[src/rtl/ysyx_23060332_ctrl_pkg.sv]
// Shared constants, state encoding and helpers for the NPC sequencing controller.
// Optional commit-trace port (macro YSYX_23060332_COMMIT_TRACE_EN) lives in the top file.
package ysyx_23060332_ctrl_pkg;

   localparam logic [31:0] ZeroWord     = 32'h0000_0000;
   localparam logic        WriteEnable  = 1'b1;
   localparam logic        JumpEnable   = 1'b1;
   localparam logic [31:0] RESET_PC_DEF = 32'h8000_0000;

   typedef enum logic [2:0] {
      ST_FETCH  = 3'd0,
      ST_WAIT_I = 3'd1,
      ST_EXEC   = 3'd2,
      ST_MEM    = 3'd3,
      ST_WAIT_M = 3'd4,
      ST_WB     = 3'd5,
      ST_HALT   = 3'd6
   } state_e;

   function automatic logic is_misaligned(input logic [31:0] addr);
      return addr[1:0] != 2'b00;
   endfunction

endpackage

[src/rtl/ysyx_23060332_ctrl_if.sv]
// Instruction-fetch and load/store handshake bundle between the controller and memory ports.
interface ysyx_23060332_ctrl_if;

   logic        ifu_req_valid;
   logic [31:0] ifu_req_addr;
   logic        ifu_req_ready;
   logic        ifu_rsp_valid;
   logic [31:0] ifu_rsp_inst;
   logic        lsu_req_valid;
   logic        lsu_req_ready;
   logic        lsu_rsp_valid;

   modport master (
      output ifu_req_valid, ifu_req_addr, lsu_req_valid,
      input  ifu_req_ready, ifu_rsp_valid, ifu_rsp_inst, lsu_req_ready, lsu_rsp_valid
   );

   modport slave (
      input  ifu_req_valid, ifu_req_addr, lsu_req_valid,
      output ifu_req_ready, ifu_rsp_valid, ifu_rsp_inst, lsu_req_ready, lsu_rsp_valid
   );

endinterface

[src/rtl/ysyx_23060332_perf_cnt.sv]
// 64-bit cycle and retired-instruction counters; both wrap silently at 2^64.
module ysyx_23060332_perf_cnt (
   input  logic        clk,
   input  logic        rst_n,
   input  logic        cnt_en,
   input  logic        ret_en,
   output logic [63:0] mcycle,
   output logic [63:0] minstret
);

   logic [63:0] r_mcycle;
   logic [63:0] r_minstret;

   // NOTE: sequential state uses non-blocking assignments so every register samples pre-edge values.
   always_ff @(posedge clk) begin
      if (!rst_n) begin
         r_mcycle   <= 64'd0;
         r_minstret <= 64'd0;
      end else begin
         if (cnt_en) r_mcycle   <= r_mcycle + 64'd1;
         if (ret_en) r_minstret <= r_minstret + 64'd1;
      end
   end

   assign mcycle   = r_mcycle;
   assign minstret = r_minstret;

endmodule

[src/rtl/ysyx_23060332_ctrl.sv]
// Multi-cycle NPC sequencer: owns PC/IR, drives IFU/LSU handshakes, commits each instruction once.
// Defining YSYX_23060332_COMMIT_TRACE_EN adds the commit_valid/commit_pc/commit_inst difftest port.
module ysyx_23060332_ctrl
   import ysyx_23060332_ctrl_pkg::*;
#(
   parameter logic [31:0] RESET_PC = RESET_PC_DEF
) (
   input  logic                        clk,
   input  logic                        rst_n,
   ysyx_23060332_ctrl_if.master        mem,
   output logic [31:0]                 inst_o,
   output logic [31:0]                 pc_o,
   input  logic                        exu_jump_en,
   input  logic [31:0]                 exu_jump_addr,
   input  logic                        exu_reg_wen,
   input  logic                        idu_is_mem,
   input  logic                        idu_is_ebreak,
   output logic                        rf_wen,
   output logic                        halted,
   output logic                        trap,
   output logic [63:0]                 mcycle,
   output logic [63:0]                 minstret
`ifdef YSYX_23060332_COMMIT_TRACE_EN
   ,
   output logic                        commit_valid,
   output logic [31:0]                 commit_pc,
   output logic [31:0]                 commit_inst
`endif
);

   state_e      r_state;
   state_e      w_next_state;
   logic [31:0] r_pc;
   logic [31:0] r_inst;
   logic        r_halted;
   logic        r_trap;
   logic        w_jump;
   logic        w_misaligned;
   logic        w_retire;
   logic [31:0] w_next_pc;

   assign w_jump       = (exu_jump_en == JumpEnable);
   assign w_misaligned = w_jump && is_misaligned(exu_jump_addr);
   assign w_retire     = (r_state == ST_WB) && !w_misaligned;
   assign w_next_pc    = w_jump ? exu_jump_addr : r_pc + 32'd4;

   always_ff @(posedge clk) begin
      if (!rst_n) r_state <= ST_FETCH;
      else        r_state <= w_next_state;
   end

   // NOTE: every output of this block gets a default first, so no path can infer a latch.
   always_comb begin
      w_next_state      = r_state;
      mem.ifu_req_valid = 1'b0;
      mem.lsu_req_valid = 1'b0;
      rf_wen            = 1'b0;
      unique case (r_state)
         ST_FETCH: begin
            mem.ifu_req_valid = 1'b1;
            if (mem.ifu_req_ready) w_next_state = ST_WAIT_I;
         end
         ST_WAIT_I: if (mem.ifu_rsp_valid) w_next_state = ST_EXEC;
         ST_EXEC: begin
            if (idu_is_ebreak)   w_next_state = ST_HALT;
            else if (idu_is_mem) w_next_state = ST_MEM;
            else                 w_next_state = ST_WB;
         end
         ST_MEM: begin
            mem.lsu_req_valid = 1'b1;
            if (mem.lsu_req_ready) w_next_state = ST_WAIT_M;
         end
         ST_WAIT_M: if (mem.lsu_rsp_valid) w_next_state = ST_WB;
         ST_WB: begin
            // A reset landing on WB abandons the instruction, so the write is masked too.
            rf_wen       = (exu_reg_wen == WriteEnable) && rst_n;
            w_next_state = w_misaligned ? ST_HALT : ST_FETCH;
         end
         ST_HALT: w_next_state = ST_HALT;
         default: w_next_state = ST_FETCH;
      endcase
   end

   always_ff @(posedge clk) begin
      if (!rst_n) begin
         r_pc     <= RESET_PC;
         r_inst   <= ZeroWord;
         r_halted <= 1'b0;
         r_trap   <= 1'b0;
      end else begin
         if (r_state == ST_WAIT_I && mem.ifu_rsp_valid) r_inst <= mem.ifu_rsp_inst;
         if (w_retire) r_pc <= w_next_pc;
         if (r_state == ST_EXEC && idu_is_ebreak) r_halted <= 1'b1;
         if (r_state == ST_WB && w_misaligned) r_trap <= 1'b1;
      end
   end

   assign mem.ifu_req_addr = r_pc;
   assign pc_o             = r_pc;
   assign inst_o           = r_inst;
   assign halted           = r_halted;
   assign trap             = r_trap;

   ysyx_23060332_perf_cnt u_perf_cnt (
      .clk      (clk),
      .rst_n    (rst_n),
      .cnt_en   (r_state != ST_HALT),
      .ret_en   (w_retire),
      .mcycle   (mcycle),
      .minstret (minstret)
   );

`ifdef YSYX_23060332_COMMIT_TRACE_EN
   logic        r_commit_valid;
   logic [31:0] r_commit_pc;
   logic [31:0] r_commit_inst;

   // Captures the pre-update PC so difftest sees the address of the retired instruction.
   always_ff @(posedge clk) begin
      if (!rst_n) begin
         r_commit_valid <= 1'b0;
         r_commit_pc    <= ZeroWord;
         r_commit_inst  <= ZeroWord;
      end else begin
         r_commit_valid <= w_retire;
         if (w_retire) begin
            r_commit_pc   <= r_pc;
            r_commit_inst <= r_inst;
         end
      end
   end

   assign commit_valid = r_commit_valid;
   assign commit_pc    = r_commit_pc;
   assign commit_inst  = r_commit_inst;
`endif

endmodule

[src/flat_wrapper.sv]
// flat-port wrapper written by rule: the top's interface ports become plain ports
module ysyx_23060332_ctrl_flat import ysyx_23060332_ctrl_pkg::*;
#(
   parameter logic [31:0] RESET_PC = RESET_PC_DEF
)
  (clk, rst_n, inst_o, pc_o, exu_jump_en, exu_jump_addr, exu_reg_wen, idu_is_mem, idu_is_ebreak, rf_wen, halted, trap, mcycle, minstret, mem_ifu_req_valid, mem_ifu_req_addr, mem_lsu_req_valid, mem_ifu_req_ready, mem_ifu_rsp_valid, mem_ifu_rsp_inst, mem_lsu_req_ready, mem_lsu_rsp_valid);
  ysyx_23060332_ctrl_if mem_i ();
  input  logic clk;
  input  logic rst_n;
  output logic [31:0] inst_o;
  output logic [31:0] pc_o;
  input  logic exu_jump_en;
  input  logic [31:0] exu_jump_addr;
  input  logic exu_reg_wen;
  input  logic idu_is_mem;
  input  logic idu_is_ebreak;
  output logic rf_wen;
  output logic halted;
  output logic trap;
  output logic [63:0] mcycle;
  output logic [63:0] minstret;
  output wire logic [$bits(mem_i.ifu_req_valid)-1:0] mem_ifu_req_valid;
  output wire logic [$bits(mem_i.ifu_req_addr)-1:0] mem_ifu_req_addr;
  output wire logic [$bits(mem_i.lsu_req_valid)-1:0] mem_lsu_req_valid;
  input wire logic [$bits(mem_i.ifu_req_ready)-1:0] mem_ifu_req_ready;
  input wire logic [$bits(mem_i.ifu_rsp_valid)-1:0] mem_ifu_rsp_valid;
  input wire logic [$bits(mem_i.ifu_rsp_inst)-1:0] mem_ifu_rsp_inst;
  input wire logic [$bits(mem_i.lsu_req_ready)-1:0] mem_lsu_req_ready;
  input wire logic [$bits(mem_i.lsu_rsp_valid)-1:0] mem_lsu_rsp_valid;
  assign mem_ifu_req_valid = mem_i.ifu_req_valid;
  assign mem_ifu_req_addr = mem_i.ifu_req_addr;
  assign mem_lsu_req_valid = mem_i.lsu_req_valid;
  assign mem_i.ifu_req_ready = mem_ifu_req_ready;
  assign mem_i.ifu_rsp_valid = mem_ifu_rsp_valid;
  assign mem_i.ifu_rsp_inst = mem_ifu_rsp_inst;
  assign mem_i.lsu_req_ready = mem_lsu_req_ready;
  assign mem_i.lsu_rsp_valid = mem_lsu_rsp_valid;
  ysyx_23060332_ctrl #(.RESET_PC(RESET_PC)) u_core (.clk(clk), .rst_n(rst_n), .mem(mem_i), .inst_o(inst_o), .pc_o(pc_o), .exu_jump_en(exu_jump_en), .exu_jump_addr(exu_jump_addr), .exu_reg_wen(exu_reg_wen), .idu_is_mem(idu_is_mem), .idu_is_ebreak(idu_is_ebreak), .rf_wen(rf_wen), .halted(halted), .trap(trap), .mcycle(mcycle), .minstret(minstret));
endmodule
[config.mk]
export PLATFORM = sky130hd
export DESIGN_NAME = ysyx_23060332_ctrl_flat
export DESIGN_NICKNAME = d
export VERILOG_FILES = /design/src/rtl/ysyx_23060332_ctrl_pkg.sv /design/src/rtl/ysyx_23060332_ctrl_if.sv /design/src/rtl/ysyx_23060332_perf_cnt.sv /design/src/rtl/ysyx_23060332_ctrl.sv /design/src/flat_wrapper.sv
export SDC_FILE = /design/constraint.sdc
export NUM_CORES = 1
export LEC_CHECK = 0
export CAP_MARGIN = 20
export CORE_ASPECT_RATIO = 0.5
export CORE_UTILIZATION = 51
export CTS_CLUSTER_SIZE = 8
export DETAILED_ROUTE_END_ITERATION = 6
export PLACE_DENSITY = 0.87
export SLEW_MARGIN = 25
export SYNTH_ARGS = -nofsm -noshare
export SYNTH_HDL_FRONTEND = slang
export SYNTH_SLANG_ARGS = --single-unit
[constraint.sdc]
create_clock -name clk -period 4.4 [get_ports clk]
set_clock_uncertainty 0.15 [all_clocks]
set_input_delay 0.66 -clock clk [delete_from_list [all_inputs] [get_ports clk]]
set_output_delay 0.66 -clock clk [all_outputs]
set_load 0.005 [all_outputs]
After elaboration in Yosys (flattened, before gate mapping)
Cells that the tools add are included.
{"block": "totals", "output_inout_bits": 229, "wordCells": 43, "register_bits": 197}
{"block": "op_classes", "n_reduce_logical": 10, "n_addsub": 3, "n_eq_ne": 11, "n_mux": 12}
{"op": "adder 64 x 1 -> 64 bit (second input constant)", "n": 2}
{"op": "adder 32 x 3 -> 32 bit (second input constant)", "n": 1}
{"op": "2-to-1 mux 32 bit", "n": 1}
{"op": "2-to-1 mux 3 bit", "n": 7}
{"op": "one-hot mux 3 bit (7 select lines)", "n": 1}
{"op": "== test 3 bit (second input constant)", "n": 3}
{"op": "!= test 2 bit (second input constant)", "n": 4}
{"op": "== test 3 x 2 -> 1 bit (second input constant)", "n": 2}
{"op": "logical AND 1 bit", "n": 6}
{"op": "AND reduction 4 bit", "n": 1}
{"op": "== test 3 x 1 -> 1 bit (second input constant)", "n": 1}
{"op": "logical NOT 3 bit", "n": 1}
{"op": "2-to-1 mux 1 bit", "n": 3}
{"op": "!= test 3 bit (second input constant)", "n": 1}
{"op": "nonzero test 2 bit", "n": 1}
{"op": "logical NOT 1 bit", "n": 1}

Longest topological paths before layout
{"block": "logic_depth", "word_depth": 4, "depth_mapped": 8, "ltp_nobuf": 6}

Modules after synthesis
A second synthesis with hierarchy kept.
{"block": "unflattened", "cells_unflattened": 1266, "hier_area_um2": 10084.7}
{"mod": "ysyx_23060332_perf_cnt", "instances": 1, "area_each_um2": 6175.9, "cells_each": 755}
{"mod": "ysyx_23060332_ctrl", "instances": 1, "area_each_um2": 3908.7, "cells_each": 511}

Worst setup path before layout
Ideal clock, no wire load.
{"block": "synth_path", "path_type": "input port to flip-flop", "from": "in exu_jump_addr[0]", "to": "reg u_core.u_perf_cnt.r_minstret[53] (netlist: u_core.u_perf_cnt.minstret[53])", "stages": 6, "n_path_buf": 1, "arrival_time_ns": 2.300, "setup_slack_ns": 1.880, "required_ns": 4.180, "setup_ns": 0.070, "path_cell_list": "o21ai_1 nand2_1 or4_4 buf_6 or4_1 a21oi_1"}
{"block": "synth_between", "elab_chain_len": 4}
{"element": "from (decl)", "line_no": "flat_wrapper.sv:13", "text": "input logic [31:0] exu_jump_addr;"}
{"element": "nonzero test 2 bit", "line_no": "ysyx_23060332_ctrl_pkg.sv:21", "text": "return addr[1:0] != 2'b00;"}
{"element": "logical AND 1 bit", "line_no": "ysyx_23060332_ctrl.sv:43", "text": "assign w_misaligned = w_jump && is_misaligned(exu_jump_addr);"}
{"element": "logical NOT 1 bit", "line_no": "ysyx_23060332_ctrl.sv:44", "text": "assign w_retire = (r_state == ST_WB) && !w_misaligned;"}
{"element": "logical AND 1 bit", "line_no": "ysyx_23060332_ctrl.sv:44"}
{"element": "to (signal assigned)", "line_no": "ysyx_23060332_perf_cnt.sv:21", "text": "if (ret_en) r_minstret <= r_minstret + 64'd1;"}
{"element": "to (decl)", "line_no": "ysyx_23060332_perf_cnt.sv:12", "text": "logic [63:0] r_minstret;"}
No other way between the ends.
A chain may end at the register's enable or synchronous reset.

Worst setup path after layout
{"block": "layout_path", "from": "reg u_core.r_state[0]", "to": "reg u_core.u_perf_cnt.r_mcycle[39] (netlist: u_core.u_perf_cnt.mcycle[39])"}
{"block": "layout_between", "elab_chain_len": 1}
{"element": "from (decl)", "line_no": "ysyx_23060332_ctrl.sv:31", "text": "state_e r_state;"}
{"element": "from (signal assigned)", "line_no": "ysyx_23060332_ctrl.sv:49", "text": "else r_state <= w_next_state;"}
{"element": "!= test 3 bit", "line_no": "ysyx_23060332_ctrl.sv:107", "text": ".cnt_en (r_state != ST_HALT),"}
{"element": "to (signal assigned)", "line_no": "ysyx_23060332_perf_cnt.sv:20", "text": "if (cnt_en) r_mcycle <= r_mcycle + 64'd1;"}
{"element": "to (decl)", "line_no": "ysyx_23060332_perf_cnt.sv:11", "text": "logic [63:0] r_mcycle;"}
No other way between the ends.

==> out/qor.log <==
[yosys] count of unique library cells instantiated by Yosys 62
[yosys] syn avg cell area 7.93 um^2
[setup_path] CP endpoint kind register
[route] average routed wire per standard cell 18.0 um
[clock_network] CTS Hold Bufs 0
[setup_path] endpoint of the most critical register-to-register path u_core.u_perf_cnt.mcycle[39]
[route] initial drt markers 901
[yosys] synthesized net count 1,325
[setup_path] largest delay contributor family on the critical path simple AND/OR/NAND/NOR gates
[placement] Final GP Congestion 0.907
[power] Seq pwr share 0.494
[timing] sum of negative setup slack 0 ns
[job] number of maximum-capacitance violations 0
[setup_path] register-to-register path setup slack 1.14 ns
[clock_network] count of cells resized by post-cts repair 0
[yosys] primary flip-flop cell chosen by synthesis mapping dfxtp_1
[setup_path] worst r2r path cells 6
[timing] slew at the pin closest to its max-slew limit 0.881 ns
[power] combinational power share 0.068
[setup_path] Buffers & Inverters on Critical Path 1
[global_route] pin count of the biggest net entering global routing 116
[yosys] top cell type by total area after synthesis dfxtp_1
[clock_network] number of buffers added by the clock tree synthesis step 17
[layout] net count of the finished layout 1,558
[timing] count of final setup violators 0
[clock_network] deepest level of the CTS H-tree 4
[yosys] yosys synthesis warning count 0
[route] residual antenna-violating net count after detailed routing 0
[setup_path] maximum single-stage delay on the critical path 0.68 ns
[timing] count of endpoints failing hold in the final timing report 0
[yosys] number of instances in the synthesized netlist 1,247
[layout] fraction of layout cells with a size suffix above 1 0.0409
[route] drc violations 0
[setup_path] biggest fanout along the worst timing path 23
[global_route] GRT Overall Usage 0.305
[route] per-cell via count in the routed design 6.13
[route] total number of vias 10,700
[power] worst IR drop on VDD 0.255 mV
[yosys] fraction of the yosys area taken by sequential cells 0.399
[floorplan] die width 199 um
[power] Net Switching 0.000857 W
[power] pwr dens 276 mW/mm^2
[yosys] area fraction of the dominant cell type after synthesis 0.399
[yosys] ys async rst share 0
[run_status] result of the run complete, no violations
[floorplan] total die area 0.0200 mm^2
[timing] number of pins with negative max-slew slack in the final report 0
[setup_path] WP data required 4.60 ns
[clock_network] register clock-pin slew on the reported worst setup and hold paths 0.07 ns
[timing] fmax 307 MHz
[placement] post-place instance area 0.0128 mm^2
[clock_network] clock latency at the later pin of the worst-skew pair 0.43 ns
[power] switching share of total power 0.231
[yosys] post-synthesis instance area 0.00989 mm^2
[global_route] first-pass GRT wire length 49.1 mm
[clock_network] Max Buffers Root-to-Sink 2
[floorplan] Std-Cell Rows 35
[layout] sequential cell area 0.00394 mm^2
[power] fraction of power consumed by the clock network 0.438
[route] Total Routed Length 31.5 mm
[yosys] main area contributors after synthesis dfxtp_1 40%, a21oi_1 6.8%, nand2_1 6.0%
[layout] number of diodes 0
[timing] ratio of final minimum period to clock period 0.740
[global_route] initial antenna violation count 0
[floorplan] starting utilization of the core area 0.529
[layout] total non-filler cell area in the finished layout 0.0134 mm^2
[setup_path] nature of the critical path startpoint register
[floorplan] count of boundary I/O pins 303
[clock_network] # clock sinks 197
[timing] RSZ-0062 raised after global routing no
[setup_path] cell-by-cell listing of the critical path and3b_1, nor3_1, buf_4, nand4_1, or4_1, a21oi_1
[placement] number of port buffers 302
[clock_network] clock root buffer clkbuf_16
[hold_path] path class of the lowest-slack min-delay path reg2reg
[layout] final-layout fill cell count 1,455
[setup_path] Critical Path AT 3.46 ns
[global_route] gr ovfl total 0
[setup_path] CP Launch Point u_core.r_state[0]
[route] drt pass-1 iters 5
[setup_path] worst setup path category reg2reg
[setup_path] crit path capture u_core.u_perf_cnt.mcycle[39]
[floorplan] core outline area 0.0187 mm^2
[clock_network] Post-CTS Repair Setup Buffers 0
[placement] detailed placement HPWL 22.4 mm
[yosys] most repeated cell in the gate-level netlist after synthesis dfxtp_1
[yosys] flops & latches, synth 197
[setup_path] slowest CP cell or4_1
[power] leakage power 4.21 nW
[global_route] number of global-route vias before repair 9,898
[yosys] Synth top cells by count 197 x dfxtp_1, 157 x nand2_1, 135 x a21oi_1, 88 x nor2_1, 73 x nand3_1
[yosys] number of enable flip-flop cells after synthesis 0
[layout] P&R area growth vs syn 35.8%
[timing] worst-case headroom to the max-slew limit 0.413
[clock_network] TritonCTS clock tree done
[setup_path] startpoint of the most critical register-to-register path u_core.r_state[0]
[power] design internal power 0.00285 W
[floorplan] die height 100 um
[setup_path] Critical Path Stages 6
[layout] area used by multi-input combinational logic 0.00539 mm^2
[timing] final critical path time including I/O delays and setup 3.26 ns
[cell families after synthesis]
group           synth area share
fa+ha+maj                0.00506
simple gates               0.320
xor+xnor                  0.0399
compound gates             0.170
buf+inv                   0.0581
mux                      0.00810
flops                      0.399
[flip-flops by register name, indices dropped and copies added (netlist names)]
register                    cells
u_core.halted                   1
u_core.inst_o                  32
u_core.mem.ifu_req_addr        32
u_core.r_state                  3
u_core.trap                     1
u_core.u_perf_cnt.mcycle       64
u_core.u_perf_cnt.minstret     64
[worst min-delay path by stage]
stage                            from  cells after the start           endpoint  slack, ns
global route        u_core.inst_o[15]                      2  u_core.inst_o[15]       0.33
global placement    u_core.inst_o[27]                      2  u_core.inst_o[27]       0.29
CTS                 u_core.inst_o[25]                      2  u_core.inst_o[25]       0.31
detailed placement  u_core.inst_o[21]                      2  u_core.inst_o[21]       0.30
floorplan            u_core.inst_o[0]                      2   u_core.inst_o[0]       0.30
finish              u_core.inst_o[25]                      2  u_core.inst_o[25]       0.31
[worst reg2reg max path: stages, from the launching register on]
cell and delay, ns:
dfxtp_1 0.63, and3b_1 0.33, nor3_1 0.33, buf_4 0.22, nand4_1 0.68, or4_1 0.69
a21oi_1 0.16
[routing by layer]
metal / share of wire / GRT usage / routed length, um
met4: 0.029 / 0.117 / 898
met1: 0.42 / 0.399 / 13100
met3: 0.081 / 0.0555 / 2550
met2: 0.47 / 0.505 / 14900
met5: 0 / 0 / 0
[placed cells by master (no fill, tap or decap), drive strengths merged, types with 3 or more instances in the layout]
master	count
bufinv	3
and4	11
a31oi	9
nand3	73
clkdlybuf4s50	301
o22ai	4
nand2	157
xor2	29
clkinv	5
and3	29
inv	16
a2bb2oi	3
nand4	68
buf	13
and2	13
o211ai	4
o31ai	44
xnor2	16
dfxtp	197
a22oi	6
ha	4
clkbuf	21
o21a	9
o41ai	3
a21oi	135
nand3b	5
mux2i	8
or4	47
nand2b	4
nor2	88
or2	4
nor4	17
o221a	3
or3	44
nor3	25
o21ai	52
[cell type report]
class,count,area share
clock inverter,11,0.0112
multi-input combinational,936,0.401
timing repair buffer,314,0.232
sequential,197,0.294
clock buffer,21,0.0335
inverter,14,0.00410
tap,259,0.0241
[per-stage QoR]
| stage | total power (W) | hold WS [ns] | util | std cells | setup slack [ns] |
|---|---|---|---|---|---|
| global route | 0.00382 | 0.329 | 0.718 | 1752 | 0.875 |
| global placement | 0.00212 | 0.292 | 0.685 | 1720 | 1.29 |
| detailed placement | 0.00212 | 0.301 | 0.686 | 1720 | 1.23 |
| CTS | 0.00372 | 0.308 | 0.718 | 1752 | 1.22 |
| floorplan | 0.00198 | 0.303 | - | 1247 | 1.88 |
| finish | 0.00371 | 0.306 | 0.718 | 1752 | 1.14 |
[power by group through the flow]
stage / clock [W] / sequential, W / combinational, W
after floorplan: 0 / 0.00186 / 0.000117
after global placement: 0 / 0.00187 / 0.000246
after detailed placement: 0 / 0.00187 / 0.000251
after CTS: 0.00163 / 0.00183 / 0.000253
after global routing: 0.00171 / 0.00183 / 0.000274
final: 0.00162 / 0.00183 / 0.000254
(Power assumes the default switching activity.)
